[src/rtl/counter_en_mon_pkg.sv]
// counter_en_mon_pkg: shared types and constants for the counter_en monitor.
//   mon_st_t      : tracking FSM state (SYNC = acquiring, LOCK = reporting)
//   DIR_UP/DIR_DN : values for the INC_DEC parameter
package counter_en_mon_pkg;

    typedef enum logic {
        SYNC = 1'b0,
        LOCK = 1'b1
    } mon_st_t;

    localparam bit DIR_UP = 1'b1;
    localparam bit DIR_DN = 1'b0;

endpackage

[src/rtl/counter_en_mon_satcnt.sv]
// counter_en_mon_satcnt: saturating event counter with synchronous clear.
// If inc and clr arrive together, the new event wins and the count restarts at 1.
// Ports:
//   clk, rst_n : clock, asynchronous active-low reset
//   inc        : count one event this edge
//   clr        : synchronous clear
//   value      : current count, sticks at all-ones
module counter_en_mon_satcnt #(
    parameter int ERR_W = 8
) (
    input  logic             clk,
    input  logic             rst_n,
    input  logic             inc,
    input  logic             clr,
    output logic [ERR_W-1:0] value
);

    logic [ERR_W-1:0] value_q, value_d;

    always_comb begin
        value_d = value_q;
        if (inc) begin
            if (clr)
                value_d = ERR_W'(1);
            else if (value_q != {ERR_W{1'b1}})
                value_d = value_q + ERR_W'(1);
        end else if (clr) begin
            value_d = '0;
        end
    end

    always_ff @(posedge clk or negedge rst_n) begin
        if (!rst_n) value_q <= '0;
        else        value_q <= value_d;
    end

    assign value = value_q;

endmodule

[src/rtl/counter_en_mon.sv]
// counter_en_mon: passive checker for a counter_en instance.
// Registers the observed (en, cnt) pair each edge, predicts the next cnt and
// compares. A SYNC/LOCK FSM only reports mismatches once LOCK_CYC consecutive
// predictions have held, so start-up and post-error resync stay silent.
// Ports:
//   clk, rst_n : shared with the observed counter (async active-low reset)
//   en, cnt    : observed counter enable / count
//   clr_err    : synchronous clear of err_sticky and err_cnt
//   locked     : tracking established, mismatches are reported
//   err        : one-cycle pulse per reported mismatch
//   err_sticky : latched err, cleared by clr_err or reset
//   err_cnt    : saturating count of reported mismatches
// Build option: define COUNTER_EN_MON_SVA_EN to add assertions and covers.
module counter_en_mon
    import counter_en_mon_pkg::*;
#(
    parameter int W        = 8,
    parameter bit INC_DEC  = DIR_UP,
    parameter int LOCK_CYC = 2,
    parameter int ERR_W    = 8
) (
    input  logic             clk,
    input  logic             rst_n,
    input  logic             en,
    input  logic [W-1:0]     cnt,
    input  logic             clr_err,
    output logic             locked,
    output logic             err,
    output logic             err_sticky,
    output logic [ERR_W-1:0] err_cnt
);

    localparam int MC_W = $clog2(LOCK_CYC + 1);

    mon_st_t        st_q, st_d;
    logic [W-1:0]   prev_cnt_q;
    logic           prev_en_q;
    logic           prev_vld_q;
    logic [MC_W-1:0] mc_q, mc_d;
    logic           err_q, err_d;
    logic           sticky_q, sticky_d;
    logic [W-1:0]   exp_val;
    logic           match;

    // Prediction wraps naturally modulo 2**W.
    always_comb begin
        exp_val = prev_cnt_q;
        if (prev_en_q)
            exp_val = (INC_DEC == DIR_UP) ? prev_cnt_q + W'(1) : prev_cnt_q - W'(1);
    end

    assign match = (cnt == exp_val);

    // Branches test 'match' positively so an X/Z cnt falls into the mismatch path.
    always_comb begin
        st_d  = st_q;
        mc_d  = mc_q;
        err_d = 1'b0;
        if (prev_vld_q) begin
            case (st_q)
                SYNC: begin
                    if (match) begin
                        mc_d = mc_q + MC_W'(1);
                        if (int'(mc_q) + 1 >= LOCK_CYC) st_d = LOCK;
                    end else begin
                        mc_d = '0;
                    end
                end
                LOCK: begin
                    if (match) begin
                        st_d = LOCK;
                    end else begin
                        err_d = 1'b1;
                        st_d  = SYNC;
                        mc_d  = '0;
                    end
                end
                default: st_d = SYNC;
            endcase
        end
    end

    always_comb begin
        sticky_d = sticky_q;
        if (err_d)        sticky_d = 1'b1;
        else if (clr_err) sticky_d = 1'b0;
    end

    always_ff @(posedge clk or negedge rst_n) begin
        if (!rst_n) begin
            st_q       <= SYNC;
            prev_cnt_q <= '0;
            prev_en_q  <= 1'b0;
            prev_vld_q <= 1'b0;
            mc_q       <= '0;
            err_q      <= 1'b0;
            sticky_q   <= 1'b0;
        end else begin
            st_q       <= st_d;
            prev_cnt_q <= cnt;
            prev_en_q  <= en;
            prev_vld_q <= 1'b1;
            mc_q       <= mc_d;
            err_q      <= err_d;
            sticky_q   <= sticky_d;
        end
    end

    counter_en_mon_satcnt #(.ERR_W(ERR_W)) u_satcnt (
        .clk   (clk),
        .rst_n (rst_n),
        .inc   (err_d),
        .clr   (clr_err),
        .value (err_cnt)
    );

    assign locked     = (st_q == LOCK);
    assign err        = err_q;
    assign err_sticky = sticky_q;

`ifdef COUNTER_EN_MON_SVA_EN
    a_mismatch_err: assert property (@(posedge clk) disable iff (!rst_n)
        (locked && prev_vld_q && !match) |=> err);

    a_err_pulse: assert property (@(posedge clk) disable iff (!rst_n)
        err |=> !err);

    a_errcnt_mono: assert property (@(posedge clk) disable iff (!rst_n)
        1'b1 |=> ($past(clr_err) || (err_cnt >= $past(err_cnt))));

    c_up_wrap: cover property (@(posedge clk) disable iff (!rst_n)
        locked && prev_vld_q && prev_en_q && (INC_DEC == DIR_UP)
        && (prev_cnt_q == {W{1'b1}}) && (cnt == '0));

    c_dn_wrap: cover property (@(posedge clk) disable iff (!rst_n)
        locked && prev_vld_q && prev_en_q && (INC_DEC == DIR_DN)
        && (prev_cnt_q == '0) && (cnt == {W{1'b1}}));
`else
`endif

endmodule

[config.mk]
export PLATFORM = sky130hd
export DESIGN_NAME = counter_en_mon
export DESIGN_NICKNAME = d
export VERILOG_FILES = /design/src/rtl/counter_en_mon_pkg.sv /design/src/rtl/counter_en_mon_satcnt.sv /design/src/rtl/counter_en_mon.sv
export SDC_FILE = /design/constraint.sdc
export NUM_CORES = 1
export LEC_CHECK = 0
export CAP_MARGIN = 20
export CORE_MARGIN = 5
export CORE_UTILIZATION = 45
export DETAILED_ROUTE_END_ITERATION = 12
export GPL_TIMING_DRIVEN = 1
export MAX_ROUTING_LAYER = met4
export PLACE_DENSITY = 0.77
export SETUP_SLACK_MARGIN = 0.05
export SYNTH_ARGS = -nofsm -noshare
export SYNTH_HDL_FRONTEND = slang
export SYNTH_HIERARCHICAL = 1
export SYNTH_SLANG_ARGS = --single-unit
[constraint.sdc]
create_clock -name clk -period 2.7 [get_ports clk]
set_clock_uncertainty 0.1 [all_clocks]
set_input_delay 0.81 -clock clk [delete_from_list [all_inputs] [get_ports clk]]
set_output_delay 0.81 -clock clk [all_outputs]
set_load 0.01 [all_outputs]
==> results of run 1 <==
## how the worst max path moves through the flow
stage	slack, ns	cells past startpoint	end	from
6_report	0.009	10	u_satcnt/value[1]	cnt[0]
5_1_grt	-0.14	12	u_satcnt/value[6]	prev_cnt_q[1]
4_1_cts	0.02	9	u_satcnt/value[0]	prev_cnt_q[1]
3_5_place_dp	-0.76	11	u_satcnt/value[6]	cnt[3]
3_3_place_gp	-0.66	9	u_satcnt/value[0]	cnt[4]
2_1_floorplan	-0.1	11	u_satcnt/value[6]	cnt[3]
## cell type report
| type | instances | area share [%] |
|---|---|---|
| clock buffer | 4 | 1.61 |
| sequential | 23 | 35.2 |
| timing repair buffer | 32 | 17.9 |
| inverter | 4 | 0.920 |
| tap | 30 | 2.30 |
| multi-input combinational | 90 | 42.1 |
## power by group through the flow
stage	logic, mW	clock network (mW)	registers [mW]
2_1_floorplan	0.0397	0	0.368
3_3_place_gp	0.0741	0	0.369
3_5_place_dp	0.0763	0	0.370
4_1_cts	0.0827	0.166	0.365
5_1_grt	0.0912	0.183	0.367
6_report	0.0826	0.162	0.365
## timing repair
item	4_1_cts	5_1_grt
buffers inserted	3	0
gates resized for setup	26	3
pin swaps	13	4
endpoints found under the setup margin	10	8
## cell families after synthesis
kind of cell | synth area share, %
AO/OA/AOI/OAI | 12.8
XOR/XNOR | 8.00
adder cells (fa/ha/maj) | 3.12
buffers and inverters | 3.12
flip-flops | 47.8
multiplexers | 3.43
other | 0.312
AND/OR/NAND/NOR | 21.4
## synthesized netlist by cell type, types with 2 or more instances
master	number	share of area [%]
o21ai_0	5	2.1
nand4_1	6	3.1
nor2_1	11	3.4
inv_1	4	1.2
nand2_1	9	2.8
mux2i_1	3	2.5
nor3_1	5	2.1
dfrtp_1	23	48
xnor2_1	3	2.2
xor2_1	8	5.8
nor2b_1	2	1.0
ha_1	3	3.1
a21oi_1	8	3.3
nand3_1	5	2.1
## worst register-to-register path: stages, from the launching register on
cell     delay (ns)
dfrtp_1        0.41
ha_1           0.29
mux2i_1        0.16
xor2_1         0.18
nand2_1        0.07
or4_4          0.48
or2_4          0.24
and3_4         0.21
o21ai_0        0.15
mux2i_1        0.23
nor2_1         0.05
## state kept, by name, indices dropped and copies added (netlist names)
| register | count |
|---|---|
| err | 1 |
| err_sticky | 1 |
| locked | 1 |
| mc_q | 2 |
| prev_cnt_q | 8 |
| prev_en_q | 1 |
| prev_vld_q | 1 |
| u_satcnt/value | 8 |
## stage by stage
step / instance area (sq um) / TNS (ns) / power (mW) / hold WS (ns) / std cells
2_1_floorplan: 1230 / -0.319 / 0.408 / 0.409 / 120
3_3_place_gp: 1510 / -5.95 / 0.443 / 0.382 / 176
3_5_place_dp: 1510 / -6.73 / 0.446 / 0.384 / 176
4_1_cts: 1620 / 0 / 0.613 / 0.413 / 183
5_1_grt: 1630 / -0.599 / 0.641 / 0.443 / 183
6_report: 1630 / 0 / 0.609 / 0.411 / 183
## layer usage
| layer | vias to the layer above | share of wire [%] | global-route usage (%) |
|---|---|---|---|
| li1 | 505 | - | - |
| met1 | 508 | 45 | 20.6 |
| met2 | 31 | 47 | 25.9 |
| met3 | 4 | 6.8 | 3.10 |
| met4 | 0 | 1.4 | 7.27 |
| met5 | - | 0 | - |
## cells in the final DEF, fill, tap and decap left out, drive strengths merged, types with 2 or more instances in the layout
cell            n
o21ai           5
or2             2
xnor2           3
clkbuf          4
clkdlybuf4s15   2
dlygate4sd2     5
mux2i           3
nand3           5
xor2            8
nor2           11
clkdlybuf4s50  14
nor2b           2
buf            11
ha              3
nand4           6
dfrtp          23
nor3            5
and3            3
nand2           9
inv             4
a21oi           8
==> flow_summary.ini, run 1 <==
[run_status]
status = completed

[power_and_ir_drop]
max-vdd-ir-drop_mv = 0.347
intPower_mw = 0.452
p_leak_nw = 0.696
p_sw_mw = 0.157
swShare_pct = 25.8
seq_power_share_pct = 59.9
power-per-cell-area_nw_per_um2 = 373
combPwrFrac_pct = 13.5
power_frac_clock_pct = 26.5

[sta]
fmax_mhz = 372
setup_slack_ns = 0.00908
fin_crit_sh_pct = 99.7
slew_violations = 0
setup_viol = 0
post-route-min-period_ns = 2.69
grt_setup_unrepaired = yes
hold_viol = 0

[setup_path]
regToRegEndpoint = u_satcnt/value[1]
crit_type = input pin to flip-flop
worstReg2RegStart = prev_cnt_q[1]
cp.required_ns = 2.80
crit_path_max_incr_delay_ns = 0.43
slowest_stage = or4_4
path_delay_family = simple AND/OR/NAND/NOR gates
reg2reg_slack_ns = 0.02
cp-end-kind = flip-flop
crit_fanout = 6
cp.arrival_ns = 2.79
cp_cell_sequence = dlygate4sd2_1, xor2_1, nor3_1, a31oi_1, or4_4, or2_4, and3_4, o21ai_0, mux2i_1, nor2_1
cp_num_buf_inv = 1
critPathLaunchType = input pin
reg2reg_depth = 10

[worst_hold_path]
min_path_type = flip-flop to flip-flop
whs_path_depth = 1
holdCritStartpoint = err_sticky
whs_endpoint = err_sticky

[final_layout]
utilization_pct = 64.7
layout-drive-gt1-share_pct = 21.6
seq_area_sq_um = 576
diodes = 0
multiInputGateArea_sq_um = 687
area_growth_pct = 35.7
fillCellCount = 210
nNetsFinal = 169

[clock_tree]
cts.reportedPaths.clkPinSlew_ns = 0.13
root_buffer = clkbuf_4
hold_buffers = 0
clockBufferDepth = 2
h-tree-depth = 1
cts_buffers = 3
numClockSinks = 23
clkLatencyLatePin_ns = 0.31
cts_tree = yes

[grt]
antenna_found_initial = 0
track_usage_pct = 16.4
grt_max_degree = 24
grt_first_pass_wirelength_um = 4490
grt_pass1_vias = 1049
grt-ovfl-total = 0

[routing]
drc = 0
drt_iter0_drc = 28
vias = 1048
avgRoutedWirePerCell_um = 14.6
post_drt_via_cell_ratio = 5.73
routed_wl_um = 2670
ant_nets = 0
first_pass_iters = 4

[yosys]
synth_edf_count = 0
netlist_instances = 120
avgSynthCellArea_sq_um = 10.0
ys_types = 39
syn_area_sq_um = 1200
synth_nets = 135
ys_warn_count = 6
synthArstFlopShare_pct = 100
ys_seq_area_share_pct = 47.8
yosys_most_used_dff = dfrtp_1
ys_seq_elements = 23

[die]
io_pins = 23
die_area_sq_um = 3810
initial_core_util_pct = 47.7
core_sq_um = 2520
std_cell_rows = 18
die_height_um = 61.7
die_x_um = 61.7

[placed_design]
portBuffers = 22
dp_hpwl_um = 1880
post-place-ws_ns = -0.762
place_congestion = 0.846

[run]
max_cap_violations = 0
(Power assumes the default switching activity.)
==> inputs of run 2 (changes only) <==
--- a/config.mk
+++ b/config.mk
@@ -6,6 +6,7 @@
 export NUM_CORES = 1
 export LEC_CHECK = 0
 export CAP_MARGIN = 20
+export CORE_ASPECT_RATIO = 0.6
 export CORE_MARGIN = 5
 export CORE_UTILIZATION = 45
 export DETAILED_ROUTE_END_ITERATION = 12
==> run 2 against run 1 <==
- the run now ends with negative setup slack left
- core utilization is 0.14 points higher
- flip-flop and latch count stayed put
- routed wire length is 16% higher
- die area is 0.89% higher
- combinational power is 5.3% higher
- critical path type unchanged
- critical endpoint is now u_satcnt/value[6]
==> flow_summary.ini, run 2 (synthesized netlist as in run 1, its figures left out) <==
[run_status]
status = finished with violations
violations = negative setup slack

[final_layout]
mostFrequentLayoutCell = dfrtp_1
nNetsFinal = 171
mostFrequentLayoutCells = dfrtp_1 (23), clkdlybuf4s50_1 (14), buf_4 (11), nor2_1 (10)
area_growth_pct = 36.9
diodes = 0
layout-drive-gt1-share_pct = 22.6

[sta]
fin_hold_ws_ns = 0.404
fin_crit_sh_pct = 101
setup_viol = 4
grt_setup_unrepaired = yes
slew_violations = 0
post-route-min-period_ns = 2.74
hold_viol = 0
setup_slack_ns = -0.0398
fmax_mhz = 365

[die]
die_area_sq_um = 3840
core_sq_um = 2540
die_height_um = 50.1
initial_core_util_pct = 47.4
std_cell_rows = 14
io_pins = 23
die_x_um = 76.8

[clock_tree]
clockBufferDepth = 2
cts_buffers = 3
cts.reportedPaths.clkPinSlew_ns = 0.09
hold_buffers = 0
h-tree-depth = 1
cts_tree = yes
numClockSinks = 23
clkLatencyLatePin_ns = 0.28
root_buffer = clkbuf_8

[power_and_ir_drop]
max-vdd-ir-drop_mv = 0.271
power-per-cell-area_nw_per_um2 = 408
p_leak_nw = 0.713
p_total_mw = 0.673

[grt]
grt_pass1_vias = 1014
track_usage_pct = 16.9
grt-ovfl-total = 0
antenna_found_initial = 0
grt_first_pass_wirelength_um = 4900
grt_max_degree = 24

[setup_path]
cp.arrival_ns = 2.80
crit_type = input pin to flip-flop
crit_fanout = 5
cp-end-kind = flip-flop
cp.required_ns = 2.76
critPathLaunchType = input pin

[routing]
vias = 1131
drc = 0
routed_wl_um = 3100
post_drt_via_cell_ratio = 6.05
first_pass_iters = 9
drt_iter0_drc = 89
ant_nets = 0
avgRoutedWirePerCell_um = 16.6

[worst_hold_path]
min_path_type = flip-flop to flip-flop

[placed_design]
dp_hpwl_um = 2100
place_congestion = 0.934
portBuffers = 22

[run]
max_cap_violations = 0
run 2: cell types whose count changed in the layout (fill, tap and decap cells not counted), sizes merged:
cell	change
buf	+4
clkbuf	+2
dlygate4sd2	-3
clkdlybuf4s15	-1
run 2: cell type report:
type / instances / area (sq um)
fillers: 194 / 892
flip-flops and latches: 23 / 576
clock buffers: 4 / 45.0
inverters: 4 / 15.0
multi-input cells: 90 / 663
well taps: 32 / 40.0
repair buffers: 34 / 309
run 2: worst paths after layout:
path                               startpoint           endpoint  slack [ns]  cells after the start
worst max-delay path                   cnt[2]  u_satcnt/value[6]       -0.04                     12
worst min-delay path               err_sticky         err_sticky        0.40                      1
worst max register to register  prev_cnt_q[0]  u_satcnt/value[6]           0                     12
worst min register to register     err_sticky         err_sticky        0.40                      1
max in group asynchronous               rst_n                err        1.46                      2
min in group asynchronous               rst_n          prev_en_q        0.78                      2
run 2: repair_timing:
action                     in CTS  in global routing
pin swaps                      15                 10
setup buffers                   4                  2
gates cloned                    0                  0
hold endpoints to repair        0                  0
resized for setup              37                  4
setup endpoints to repair      12                  8
run 2: worst max-delay path: stages:
cell and delay [ns]:
buf_8 0.10, xor2_2 0.14, xnor2_1 0.16, a31oi_1 0.11, or4_4 0.56, or2_4 0.25
and3_4 0.21, nand4_1 0.12, buf_4 0.14, nor2_1 0.04, o21ai_1 0.12, nor2_1 0.05
run 2: power by group:
part	leakage, nW	switching (mW)	internal, mW
Sequential	0.298	0.0115	0.352
Combinational	0.392	0.0426	0.0444
Clock	0.0228	0.116	0.106
Total	0.713	0.170	0.503
run 2: routing by layer:
| metal | global-route usage, % | routed length (um) | vias up | part of all wire [%] |
|---|---|---|---|---|
| met4 | 5.52 | 94 | 0 | 3.0 |
| met2 | 25.2 | 1410 | 74 | 45 |
| li1 | - | - | 502 | - |
| met3 | 6.00 | 303 | 24 | 9.8 |
| met5 | - | 0 | - | 0 |
| met1 | 21.4 | 1300 | 531 | 42 |
run 2: metrics by stage:
stage | utilization, % | setup WS, ns | cells | cell area, sq um | setup TNS [ns]
2_1_floorplan | - | -0.0966 | 120 | 1230 | -0.319
3_3_place_gp | 59.4 | -0.686 | 177 | 1510 | -5.82
3_5_place_dp | 59.4 | -0.780 | 177 | 1510 | -6.94
4_1_cts | 64.6 | 0.000104 | 185 | 1640 | 0
5_1_grt | 64.9 | -0.0607 | 187 | 1650 | -0.282
6_report | 64.9 | -0.0398 | 187 | 1650 | -0.0919
